<file path="config.mk">
export PLATFORM = sky130hd
export DESIGN_NAME = alu_pipe
export DESIGN_NICKNAME = d
export VERILOG_FILES = /design/src/rtl/alu_pkg.sv /design/src/rtl/alu_mul_iter.sv /design/src/rtl/alu_pipe.sv
export SDC_FILE = /design/constraint.sdc
export NUM_CORES = 1
export LEC_CHECK = 0
export CAP_MARGIN = 10
export CORE_MARGIN = 3
export CORE_UTILIZATION = 60
export DETAILED_ROUTE_END_ITERATION = 10
export PLACE_DENSITY = 0.86
export SLEW_MARGIN = 20
export SYNTH_ARGS = -nofsm -noshare
export SYNTH_HDL_FRONTEND = slang
export SYNTH_HIERARCHICAL = 1
export SYNTH_SLANG_ARGS = --single-unit
</file>
<file path="constraint.sdc">
create_clock -name clk -period 5.2 [get_ports clk]
set_clock_uncertainty 0.2 [all_clocks]
set_input_delay 1.04 -clock clk [delete_from_list [all_inputs] [get_ports clk]]
set_output_delay 1.04 -clock clk [all_outputs]
set_load 0.01 [all_outputs]
</file>
<file path="src/rtl/alu_pkg.sv">
// Shared ALU definitions: opcode map and pipeline FSM states.
// The combinational 8-bit ALU and alu_pipe both import these opcodes.
package alu_pkg;

   localparam logic [2:0] OP_ADD = 3'b000;
   localparam logic [2:0] OP_SUB = 3'b001;
   localparam logic [2:0] OP_AND = 3'b010;
   localparam logic [2:0] OP_OR  = 3'b011;
   localparam logic [2:0] OP_SLT = 3'b100;
   localparam logic [2:0] OP_XOR = 3'b101;
   localparam logic [2:0] OP_SLL = 3'b110;
   localparam logic [2:0] OP_MUL = 3'b111;

   typedef enum logic {
      IDLE,
      MUL
   } state_t;

endpackage

</file>
<file path="src/rtl/alu_mul_iter.sv">
// Iterative shift-add multiplier datapath: one partial product per step, multiplier LSB first.
// done strobes during the final step; product then holds the full 2*WIDTH-bit result.
module alu_mul_iter #(
   parameter int WIDTH = 8,
   parameter int SHW   = $clog2(WIDTH)
) (
   input  logic                 clk,
   input  logic                 rst,
   input  logic                 start,
   input  logic                 step,
   input  logic [WIDTH-1:0]     b,
   input  logic [WIDTH-1:0]     c,
   output logic                 done,
   output logic [2*WIDTH-1:0]   product
);

   logic [2*WIDTH-1:0] mcand_q;
   logic [WIDTH-1:0]   mplier_q;
   logic [2*WIDTH-1:0] acc_q;
   logic [2*WIDTH-1:0] acc_d;
   logic [SHW-1:0]     count_q;

   always_comb begin
      acc_d   = acc_q + (mplier_q[0] ? mcand_q : '0);
      product = acc_d;
      done    = step && (count_q == '0);
   end

   always_ff @(posedge clk or posedge rst) begin
      if (rst) begin
         mcand_q  <= '0;
         mplier_q <= '0;
         acc_q    <= '0;
         count_q  <= '0;
      end else if (start) begin
         mcand_q  <= {{WIDTH{1'b0}}, b};
         mplier_q <= c;
         acc_q    <= '0;
         count_q  <= SHW'(WIDTH - 1);
      end else if (step) begin
         acc_q    <= acc_d;
         mcand_q  <= mcand_q << 1;
         mplier_q <= mplier_q >> 1;
         count_q  <= count_q - 1'b1;
      end
   end

endmodule

</file>
<file path="src/rtl/alu_pipe.sv">
// Handshaked ALU stage: single-cycle ops load the output register directly, MUL iterates
// WIDTH cycles in alu_mul_iter. Only out_ready reaches in_ready combinationally.
module alu_pipe
   import alu_pkg::*;
#(
   parameter int WIDTH = 8,
   parameter int SHW   = $clog2(WIDTH)
) (
   input  logic             clk,
   input  logic             rst,
   input  logic             in_valid,
   output logic             in_ready,
   input  logic [WIDTH-1:0] in_b,
   input  logic [WIDTH-1:0] in_c,
   input  logic [2:0]       alu_op,
   output logic             out_valid,
   input  logic             out_ready,
   output logic [WIDTH-1:0] alu_out,
   output logic             flag_zero,
   output logic             flag_carry,
   output logic             flag_ovf,
   output logic             busy
);

   state_t state_q, state_d;

   logic             out_valid_q;
   logic [WIDTH-1:0] alu_out_q;
   logic             zero_q, carry_q, ovf_q;

   logic             accept, load_single, start_mul, mul_done;
   logic [WIDTH-1:0] res;
   logic             res_carry, res_ovf;
   logic [WIDTH:0]   sum_ext, diff_ext;
   logic [2*WIDTH-1:0] product;

   assign in_ready    = (state_q == IDLE) && (!out_valid_q || out_ready);
   assign accept      = in_valid && in_ready;
   assign start_mul   = accept && (alu_op == OP_MUL);
   assign load_single = accept && (alu_op != OP_MUL);

   alu_mul_iter #(
      .WIDTH (WIDTH),
      .SHW   (SHW)
   ) u_mul (
      .clk     (clk),
      .rst     (rst),
      .start   (start_mul),
      .step    (state_q == MUL),
      .b       (in_b),
      .c       (in_c),
      .done    (mul_done),
      .product (product)
   );

   always_comb begin
      sum_ext   = {1'b0, in_b} + {1'b0, in_c};
      diff_ext  = {1'b0, in_b} - {1'b0, in_c};
      res       = '0;
      res_carry = 1'b0;
      res_ovf   = 1'b0;
      case (alu_op)
         OP_ADD: begin
            res       = sum_ext[WIDTH-1:0];
            res_carry = sum_ext[WIDTH];
            res_ovf   = (in_b[WIDTH-1] == in_c[WIDTH-1]) && (res[WIDTH-1] != in_b[WIDTH-1]);
         end
         OP_SUB: begin
            res       = diff_ext[WIDTH-1:0];
            res_carry = diff_ext[WIDTH];
            res_ovf   = (in_b[WIDTH-1] != in_c[WIDTH-1]) && (res[WIDTH-1] != in_b[WIDTH-1]);
         end
         OP_AND: res = in_b & in_c;
         OP_OR:  res = in_b | in_c;
         OP_SLT: res = {{(WIDTH-1){1'b0}}, (in_b < in_c)};
         OP_XOR: res = in_b ^ in_c;
         // Amounts at or beyond WIDTH shift everything out.
         OP_SLL: res = (in_c >= WIDTH'(WIDTH)) ? '0 : (in_b << in_c[SHW-1:0]);
         default: res = '0;
      endcase
   end

   always_comb begin
      state_d = state_q;
      case (state_q)
         IDLE:    if (start_mul) state_d = MUL;
         MUL:     if (mul_done)  state_d = IDLE;
         default: state_d = IDLE;
      endcase
   end

   always_ff @(posedge clk or posedge rst) begin
      if (rst) begin
         state_q     <= IDLE;
         out_valid_q <= 1'b0;
         alu_out_q   <= '0;
         zero_q      <= 1'b0;
         carry_q     <= 1'b0;
         ovf_q       <= 1'b0;
      end else begin
         state_q <= state_d;
         if (load_single) begin
            out_valid_q <= 1'b1;
            alu_out_q   <= res;
            zero_q      <= (res == '0);
            carry_q     <= res_carry;
            ovf_q       <= res_ovf;
         end else if (mul_done) begin
            out_valid_q <= 1'b1;
            alu_out_q   <= product[WIDTH-1:0];
            zero_q      <= (product[WIDTH-1:0] == '0);
            carry_q     <= |product[2*WIDTH-1:WIDTH];
            ovf_q       <= 1'b0;
         end else if (out_valid_q && out_ready) begin
            out_valid_q <= 1'b0;
         end
      end
   end

   assign out_valid  = out_valid_q;
   assign alu_out    = alu_out_q;
   assign flag_zero  = zero_q;
   assign flag_carry = carry_q;
   assign flag_ovf   = ovf_q;
   assign busy       = (state_q == MUL);

endmodule

</file>
==> results.txt, run 1 <==
r2r setup slk: 1.42 ns
drt wl/cell: 17.78 um
first-pass GRT wire length: 19950 um
ranking of synthesized cells by area: dfrtp_1, ha_1, mux2i_1
final WL: 12200 um
input/output buffers: 36
global route overflow: 0
Avg Cell Area, Syn: 8.683 um2
Switch Pwr: 0.8796 mW
Logic pwr share: 53.2%
die width: 96.26 um
Hold Buf Count CTS: 0
core outline area: 7807 um2
worst-path cell chain: clkdlybuf4s50_1 -> ha_1 -> inv_1 -> fa_1 -> a311o_1 -> a21oi_1 -> o211ai_1 -> o2111ai_1 -> nor3b_1 -> a41o_1
Finished Layout Cells: 686
initial core utilization: 62.61%
Hold EP: alu_out[1]$_DFFE_PP0P_
clk sinks: 56
prevailing post-synth register cell: dfrtp_1
Cells on Worst Hold Path: 2
Die H: 96.26 um
FF+latch count, synth: 56
cells after synthesis: 563
power density of the placed cells: 390.1 nW/um2
Ys Warns: 6
switching portion of total power: 42.16%
CP Buf/Inv Count: 2
CTS Buffer Depth: 2
Tot GR Track Use: 27.51%
leakage power: 2.496 nW
outcome: complete, no violations
Worst Setup Path Type: input port to register
Worst path slowest cell: clkdlybuf4s50_1
RSZ-0062 raised after global routing: false
power share of the clock group: 11.9%
CTS root buf: clkbuf_8
Final Max Slew Viols: 0
hold path startpoint: alu_out[1]$_DFFE_PP0P_
DRC viols: 0
row cnt: 32
Crit. End Element: register
via count: 4268
crit path max fanout: 12
Slowest Stage Delay on Critical Path: 0.80 ns
register area: 1403 um2
layout cells sized above 1: 5.137%
H-tree levels: 2
initial antenna violation count: 0
TritonCTS buffer count: 5
post-CTS setup buffer count: 0
multi-input logic area: 3203 um2
Die Area: 9266 um2
EDFF count, synth: 0
cell family contributing the most delay on the critical path: compound AO/OA/AOI/OAI gates
Antenna Nets Post-Route: 0
Worst Hold Class: register to register
Iteration-0 DRC Markers: 239
Reg clk slew, reported paths: 0.10 ns
P_int: 1.207 mW
largest net degree at the start of global routing: 56
register share of total power: 34.9%
Slew @ Worst Pin: 0.7606 ns
Cells after DPL: 678
Seq/Total Area, Yosys: 28.67%
Detailed Place HPWL: 9324 um
# diodes: 0
critical path launch point type: input port
Final Setup Violations: 0
commonest non-fill, non-tap cells in the layout: dfrtp_1, nand2_1, nor2_1, o21ai_0, ha_1
DP Area: 5259 um2
reg2reg start: u_mul/mplier_q[0]$_DFFE_PP0P_
hold_ws: 0.3030 ns
most common cell after layout, fill and taps aside: dfrtp_1
post-synth top area share: 28.67%
Cell Area, Synth: 4888 um2
Slew HR: 49.30%
drt via density: 6.222
gpl congestion: 0.9285
CP Data Required Time: 5.25 ns
TritonCTS clock tree: yes
Setup WS pre-CTS: 0.9454 ns
fmax: 251.6 MHz
I/O pins: 37
setup tns final: 0 ns
max cap viols: 0
Netlist cell types: 78
Layout Nets: 651
vias in the first global route: 4033
worst reg2reg path depth: 13
fillers: 640
area delta synth->final: 9.419%
Synth async-reset ratio: 100.0%
Synth area leader: dfrtp_1
RR Endpoint: flag_carry$_DFFE_PP0P_
clock insertion delay at the later pin of the skew report: 0.32 ns
Data arrival, critical path: 4.02 ns
Max VDD drop: 0.0002022 V
syn nets: 631
Post-CTS Resized: 0
Final period util: 76.43%
drt first pass iters: 5
min cycle time layout: 3.974 ns
Final Hold Vio Count: 0
post-route setup slack: 1.226 ns
final instance area: 5349 um2
==> power by group through the flow <==
stage / registers [mW] / logic [mW] / clock network (mW)
2_1_floorplan: 0.722 / 0.784 / 0
3_3_place_gp: 0.724 / 1.06 / 0
3_5_place_dp: 0.734 / 1.10 / 0
4_1_cts: 0.727 / 1.10 / 0.252
5_1_grt: 0.753 / 1.23 / 0.274
6_report: 0.728 / 1.11 / 0.248
==> kinds of logic (layout without fill, tap and decap cells) <==
kind of cell               after synthesis  in the layout  synth area share, %
AOI/OAI and AO/OA                      144            144                19.20
xor gates and xnor gates                22             22                3.942
buffers and inverters                   62             83                5.963
DFF                                     56             56                28.67
muxes                                   44             44                10.62
adders and majority gates               45             45                11.98
and+or+nand+nor                        190            190                19.63
==> state kept, by name (all words and copies together), names as in the netlist <==
name            flops
alu_out             8
flag_ovf            1
u_mul/mplier_q      8
flag_carry          1
busy                1
u_mul/mcand_q      16
u_mul/acc_q        16
flag_zero           1
out_valid           1
u_mul/count_q       3
==> area by class of cell <==
cell class              count  share of cell area [%]
multi-input cells         445                   59.88
flip-flops and latches     56                   26.22
repair buffers             41                   7.439
inverters                  34                   2.386
well taps                 102                   2.386
clock buffers               5                   1.287
clock inverters             3                  0.3977
==> synthesized netlist by cell type, types with 3 or more instances <==
cell type	count
and2_1	18
nand2b_1	11
mux2i_1	38
clkbuf_1	17
o21a_1	3
xor2_1	10
dfrtp_1	56
nand3_1	16
nor4_1	6
a31oi_1	5
buf_1	3
o21bai_1	4
nor2b_1	10
nand2_1	50
fa_1	3
inv_1	33
ha_1	42
o2111ai_1	4
a211oi_1	11
o22ai_1	3
nor3_1	8
xnor2_1	12
and3_1	3
a21o_1	5
o21ai_0	45
clkbuf_8	4
mux4_1	3
nor2_1	47
a21oi_1	32
==> metrics by stage <==
stage | util (%) | total power [mW]
2_1_floorplan | - | 1.507
3_3_place_gp | 67.36 | 1.782
3_5_place_dp | 67.36 | 1.833
4_1_cts | 68.51 | 2.084
5_1_grt | 68.51 | 2.253
6_report | 68.51 | 2.086
==> routing by layer <==
metal	vias to the layer above	GRT usage, %	part of all wire [%]
met3	8	2.893	5.7
met4	0	5.332	0.67
met1	2061	40.32	47
li1	2055	-	-
met2	144	44.11	47
met5	-	0	0
==> worst max path at each step <==
stage	start	to	cells past startpoint
after global placement	in_c[0]	flag_zero$_DFFE_PP0P_	9
final	in_c[0]	flag_zero$_DFFE_PP0P_	10
after detailed placement	in_c[0]	flag_zero$_DFFE_PP0P_	9
after floorplan	in_b[0]	flag_zero$_DFFE_PP0P_	9
after global routing	in_c[0]	flag_zero$_DFFE_PP0P_	10
after CTS	in_c[0]	flag_zero$_DFFE_PP0P_	9
==> worst min-delay path: cells and delay by family (launching register included) <==
family	cells	cell delay [ns]
flops	1	0.35
simple gates	1	0.06
compound gates	1	0.06
No activity file was read; power rests on OpenSTA's default activity.
==> inputs of run 2 (changes only) <==
Clock period 5.2 ns to 4 ns, I/O delays scaled along.
==> run 2 against run 1 <==
  * Sequential share of layout area shrank 0.58 points
  * Register-to-register slack got worse by 1.1 ns
  * Power increased by 32%
  * Final area rose by 2.4%
  * Non-clock buffer count rose by 14
  * Die area unchanged
  * Sequential power increased by 34%
  * Critical path depth increased by 3
  * First-iteration DRC count is 67% higher
  * Combinational power rose by 30%
==> results.txt, run 2 (same netlist as run 1, synthesis figures left out) <==
largest net degree at the start of global routing: 56
register area: 1404 um2
final WL: 12670 um
hold_ws: 0.3350 ns
area delta synth->final: 12.00%
reg2reg start: u_mul/mplier_q[0]$_DFFE_PP0P_
Iteration-0 DRC Markers: 399
DRC viols: 0
Worst Hold Class: register to register
Final Max Slew Viols: 0
RSZ-0062 raised after global routing: false
CTS root buf: clkbuf_8
critical path launch point type: register
drt first pass iters: 7
Worst Setup Path Type: register to register
power density of the placed cells: 504.0 nW/um2
cell family contributing the most delay on the critical path: compound AO/OA/AOI/OAI gates
most common cell after layout, fill and taps aside: dfrtp_1
gpl congestion: 0.9899
Slowest Stage Delay on Critical Path: 0.53 ns
input/output buffers: 36
TritonCTS clock tree: yes
Regs by FF count: u_mul/acc_q: 16 flops, u_mul/mcand_q: 16 flops
row cnt: 32
# diodes: 0
fillers: 600
metal2 WL: 5929 um
Util after Layout: 70.13%
fmax: 268.3 MHz
H-tree levels: 2
worst-path cell chain: and2_1 -> ha_1 -> a21o_1 -> a21oi_1 -> a21boi_1 -> a311oi_2 -> o21bai_1 -> xor2_1 -> nor4_1 -> nand3_1 -> o21ai_0 -> o32a_1 -> o21ai_0
most used cell, CP: o21ai_0
RR Endpoint: flag_carry$_DFFE_PP0P_
Detailed Place HPWL: 9715 um
Final Hold Vio Count: 0
hold path startpoint: u_mul/mcand_q[15]$_DFFE_PP0P_
Final period util: 93.17%
commonest non-fill, non-tap cells in the layout: dfrtp_1, nand2_1, nor2_1, o21ai_0, ha_1
Setup WS pre-CTS: 0.2487 ns
CP Buf/Inv Count: 0
Hold EP: u_mul/mcand_q[15]$_DFFE_PP0P_
multi-input logic area: 3203 um2
Final Setup Violations: 0
Cells on Worst Hold Path: 2
outcome: complete, no violations
Max VDD drop: 0.0002319 V
Slew HR: 31.30%
clk sinks: 56
core outline area: 7807 um2
post-route setup slack: 0.2732 ns
r2r setup slk: 0.27 ns
die width: 96.26 um
clock insertion delay at the later pin of the skew report: 0.32 ns
I/O pins: 37
routed wl met3: 966 um
Die Area: 9266 um2
global route overflow: 0
setup tns final: 0 ns
Die H: 96.26 um
CTS Buffer Depth: 2
Crit. End Element: register
drt via density: 6.349
max cap viols: 0
layout cells sized above 1: 7.358%
Antenna Nets Post-Route: 0
crit path max fanout: 17
Reg clk slew, reported paths: 0.11 ns
via count: 4444
Hold Buf Count CTS: 0
Data arrival, critical path: 3.74 ns
min cycle time layout: 3.727 ns
vias in the first global route: 4236
Worst path slowest cell: a311oi_2
Layout Nets: 665
TritonCTS buffer count: 5
Max Used Layer: met4
leakage power: 2.567 nW
DRT met1 WL: 5566 um
Slew @ Worst Pin: 1.024 ns
CP Data Required Time: 4.01 ns
initial core utilization: 62.61%
drt wl/cell: 18.10 um
initial antenna violation count: 0
worst reg2reg path depth: 13
first-pass GRT wire length: 20730 um
Tot GR Track Use: 28.65%
==> run 2: changes by cell type in the layout (fill, tap and decap cells not counted) <==
cell	delta
clkinv_2	-1
inv_8	+1
clkinvlp_4	-1
inv_6	+1
inv_2	-1
clkinv_1	+1
dfrtp_2	+1
dfrtp_1	-1
buf_12	+1
buf_4	+13
==> run 2: worst register-to-register path, cell delays in order (launching register included) <==
cell and delay (ns):
dfrtp_2 0.52, and2_1 0.20, ha_1 0.35, a21o_1 0.20, a21oi_1 0.22, a21boi_1 0.15
a311oi_2 0.53, o21bai_1 0.18, xor2_1 0.17, nor4_1 0.33, nand3_1 0.20, o21ai_0 0.15
o32a_1 0.16, o21ai_0 0.07
==> run 2: final cells by class <==
cell class	instances	area share (%)
clock buffer	5	1.257
clock inverter	3	0.5256
tap	102	2.331
sequential	56	25.64
inverter	34	2.331
multi-input combinational	445	58.50
timing repair buffer	55	9.415
==> run 2: timing repair <==
item,4_1_cts,5_1_grt
resized for setup,0,1
setup buffers,0,0
setup endpoints to repair,0,1
==> run 2: worst max path at each step <==
stage                                  start  depth (start not counted)                     end
2_1_floorplan  u_mul/mplier_q[0]$_DFFE_PP0P_                         14  flag_carry$_DFFE_PP0P_
3_3_place_gp                         in_b[0]                         10   flag_zero$_DFFE_PP0P_
3_5_place_dp                         in_b[0]                         10   flag_zero$_DFFE_PP0P_
4_1_cts        u_mul/mplier_q[0]$_DFFE_PP0P_                         13  flag_carry$_DFFE_PP0P_
5_1_grt        u_mul/mplier_q[0]$_DFFE_PP0P_                         13  flag_carry$_DFFE_PP0P_
6_report       u_mul/mplier_q[0]$_DFFE_PP0P_                         13  flag_carry$_DFFE_PP0P_
==> run 2: per-layer routing <==
metal / global-route usage [%] / vias up
li1: - / 2085
met3: 4.613 / 27
met2: 45.95 / 200
met1: 40.25 / 2132
met5: 0 / -
met4: 7.346 / 0
==> run 2: power by group <==
part	total, mW	switching [mW]	leakage [nW]	internal (mW)
sequential	0.973	0.178	0.726	0.796
clock	0.343	0.210	0.0511	0.133
combinational	1.44	0.786	1.79	0.657
==> run 2: metrics by stage <==
stage	instances	instance area (um2)	total power [mW]
finish	700	5475	2.760
detailed placement	692	5376	2.397
global route	700	5475	2.966
floorplan	563	4888	1.959
global placement	692	5376	2.326
CTS	700	5474	2.745
==> inputs of run 3 (changes only) <==
Settings changed: GPL_ROUTABILITY_DRIVEN from default to 0, SYNTH_HIERARCHICAL 1 to default.
==> run 3 against run 2 <==
  * Critical path depth fell by 3
  * Flip-flop and latch count unchanged
  * Wire length fell by 3.6%
  * Clock power fell by 2%
  * Power shrank 2.8%
  * Register-to-register slack gained 0.53 ns
  * Worst hold slack got worse by 0.047 ns
  * Global-route usage hardly changed
  * Critical path type is now input port to register
  * Largest cell class unchanged
==> results.txt, run 3 <==
Final Setup Violations: 0
Finished Layout Cells: 680
min cycle time layout: 3.589 ns
switching portion of total power: 43.10%
I/O pins: 37
Ys Warns: 0
most common cell after layout, fill and taps aside: nand2_1
commonest non-fill, non-tap cells in the layout: nand2_1, dfrtp_1, o21ai_0, ha_1, clkdlybuf4s50_1
CP Data Required Time: 4.03 ns
Synth Area in Compound Gates: 21.01%
global route overflow: 0
core outline area: 7370 um2
DP Area: 5122 um2
Slew HR: 43.10%
outcome: complete, no violations
Layout Nets: 648
DRC viols: 0
Tot GR Track Use: 28.66%
Cell Area, Synth: 4651 um2
Iteration-0 DRC Markers: 265
drt wl/cell: 17.95 um
CTS Buffer Depth: 2
layout cells sized above 1: 5.852%
post-synthesis xor/xnor area fraction: 3.766%
Final Max Slew Viols: 0
die width: 94.04 um
Slew @ Worst Pin: 0.8523 ns
largest family of logic cells by synthesized area: compound AO/OA/AOI/OAI gates
Max VDD drop: 0.0002259 V
Die H: 94.04 um
P_int: 1.526 mW
Synth area leader: dfrtp_1
Seq/Total Area, Yosys: 30.13%
row cnt: 31
Logic pwr share: 49.9%
power share of the clock group: 12.6%
syn nets: 616
prevailing post-synth register cell: dfrtp_1
register area: 1403 um2
Switch Pwr: 1.156 mW
initial core utilization: 63.11%
setup tns final: 0 ns
vias in the first global route: 4325
Final period util: 89.72%
Commonest cells post-synth: nand2_1, dfrtp_1, o21ai_0
multi-input logic area: 3010 um2
Reg clk slew, reported paths: 0.11 ns
Worst Hold Class: register to register
Cells after DPL: 672
fmax: 278.7 MHz
# diodes: 0
CTS root buf: clkbuf_8
Antenna Nets Post-Route: 0
EDFF count, synth: 0
RSZ-0062 raised after global routing: false
Crit. End Element: register
drt first pass iters: 5
input/output buffers: 36
Worst Setup Path Type: input port to register
hold_ws: 0.2882 ns
post-synth top area share: 30.13%
final WL: 12210 um
Detailed Place HPWL: 9272 um
Post-CTS Resized: 0
TritonCTS buffer count: 5
crit path max fanout: 10
H-tree levels: 2
Netlist cell types: 65
fillers: 569
final instance area: 5219 um2
r2r setup slk: 0.80 ns
Hold Buf Count CTS: 0
critical path launch point type: input port
Avg Cell Area, Syn: 8.487 um2
drt via density: 6.512
cells after synthesis: 548
power density of the placed cells: 513.9 nW/um2
Synth async-reset ratio: 100.0%
clock insertion delay at the later pin of the skew report: 0.31 ns
FF+latch count, synth: 56
first-pass GRT wire length: 20360 um
Die Area: 8844 um2
Util after Layout: 70.81%
count leader, synth: nand2_1
ranking of synthesized cells by area: dfrtp_1, ha_1, nand2_1
initial antenna violation count: 0
post-route setup slack: 0.4114 ns
TritonCTS clock tree: yes
mux contribution to synthesized area: 7.372%
Final Hold Vio Count: 0
largest net degree at the start of global routing: 42
Post-Synth Simple-Gate Area: 19.94%
Data arrival, critical path: 3.62 ns
max cap viols: 0
post-CTS setup buffer count: 0
register share of total power: 37.5%
Power Total: 2.682 mW
area delta synth->final: 12.21%
clk sinks: 56
leakage power: 2.427 nW
Post-Synth Adder-Cell Area: 12.59%
Setup WS pre-CTS: 0.1693 ns
Regs by FF count: u_mul.acc_q: 16 flops, u_mul.mcand_q: 16 flops
via count: 4428
## run 3: worst paths after layout
check                                                     end                          start  cells after the start
worst min register to register  u_mul.mplier_q[1]$_DFFE_PP0P_  u_mul.mplier_q[1]$_DFFE_PP0P_                      2
worst max register to register         flag_carry$_DFFE_PP0P_  u_mul.mplier_q[0]$_DFFE_PP0P_                      9
max in group asynchronous         u_mul.acc_q[11]$_DFFE_PP0P_                            rst                      3
worst min-delay path            u_mul.mplier_q[1]$_DFFE_PP0P_  u_mul.mplier_q[1]$_DFFE_PP0P_                      2
min in group asynchronous         u_mul.acc_q[13]$_DFFE_PP0P_                            rst                      2
worst max-delay path                    flag_zero$_DFFE_PP0P_                        in_b[2]                     10
## run 3: cells by family after synthesis
group / after synthesis
AO/OA/AOI/OAI: 148
multiplexers: 28
flip-flops: 56
buffers and inverters: 57
adder cells (fa/ha/maj): 45
AND/OR/NAND/NOR: 194
XOR/XNOR: 20
## run 3: power by group through the flow
stage	Combinational (mW)	Clock (mW)	Sequential, mW
floorplan	0.924	0	0.951
finish	1.34	0.337	1.01
global route	1.47	0.357	1.03
CTS	1.33	0.338	0.999
detailed placement	1.31	0	1.01
global placement	1.26	0	0.994
## run 3: layer usage
layer	track usage, %	up-vias	routed length, um
met5	0	-	0
met4	10.59	0	393
met3	4.888	44	1024
met2	48.26	229	5744
met1	36.87	2107	5045
li1	-	2048	-
## run 3: area by class of cell
type | instances | area share [%]
inverter | 32 | 2.302
timing repair buffer | 50 | 8.919
sequential | 56 | 26.88
multi-input combinational | 435 | 57.68
tap | 99 | 2.374
clock inverter | 2 | 0.2637
clock buffer | 6 | 1.582
## run 3: worst max-delay path, cell delays in order
cell and delay (ns):
clkdlybuf4s50_1 0.65, inv_1 0.09, ha_1 0.43, nor3_1 0.21
nand2_1 0.11, a31oi_1 0.36, a2111oi_0 0.23, a211oi_1 0.36
nand4_1 0.17, o31ai_2 0.22
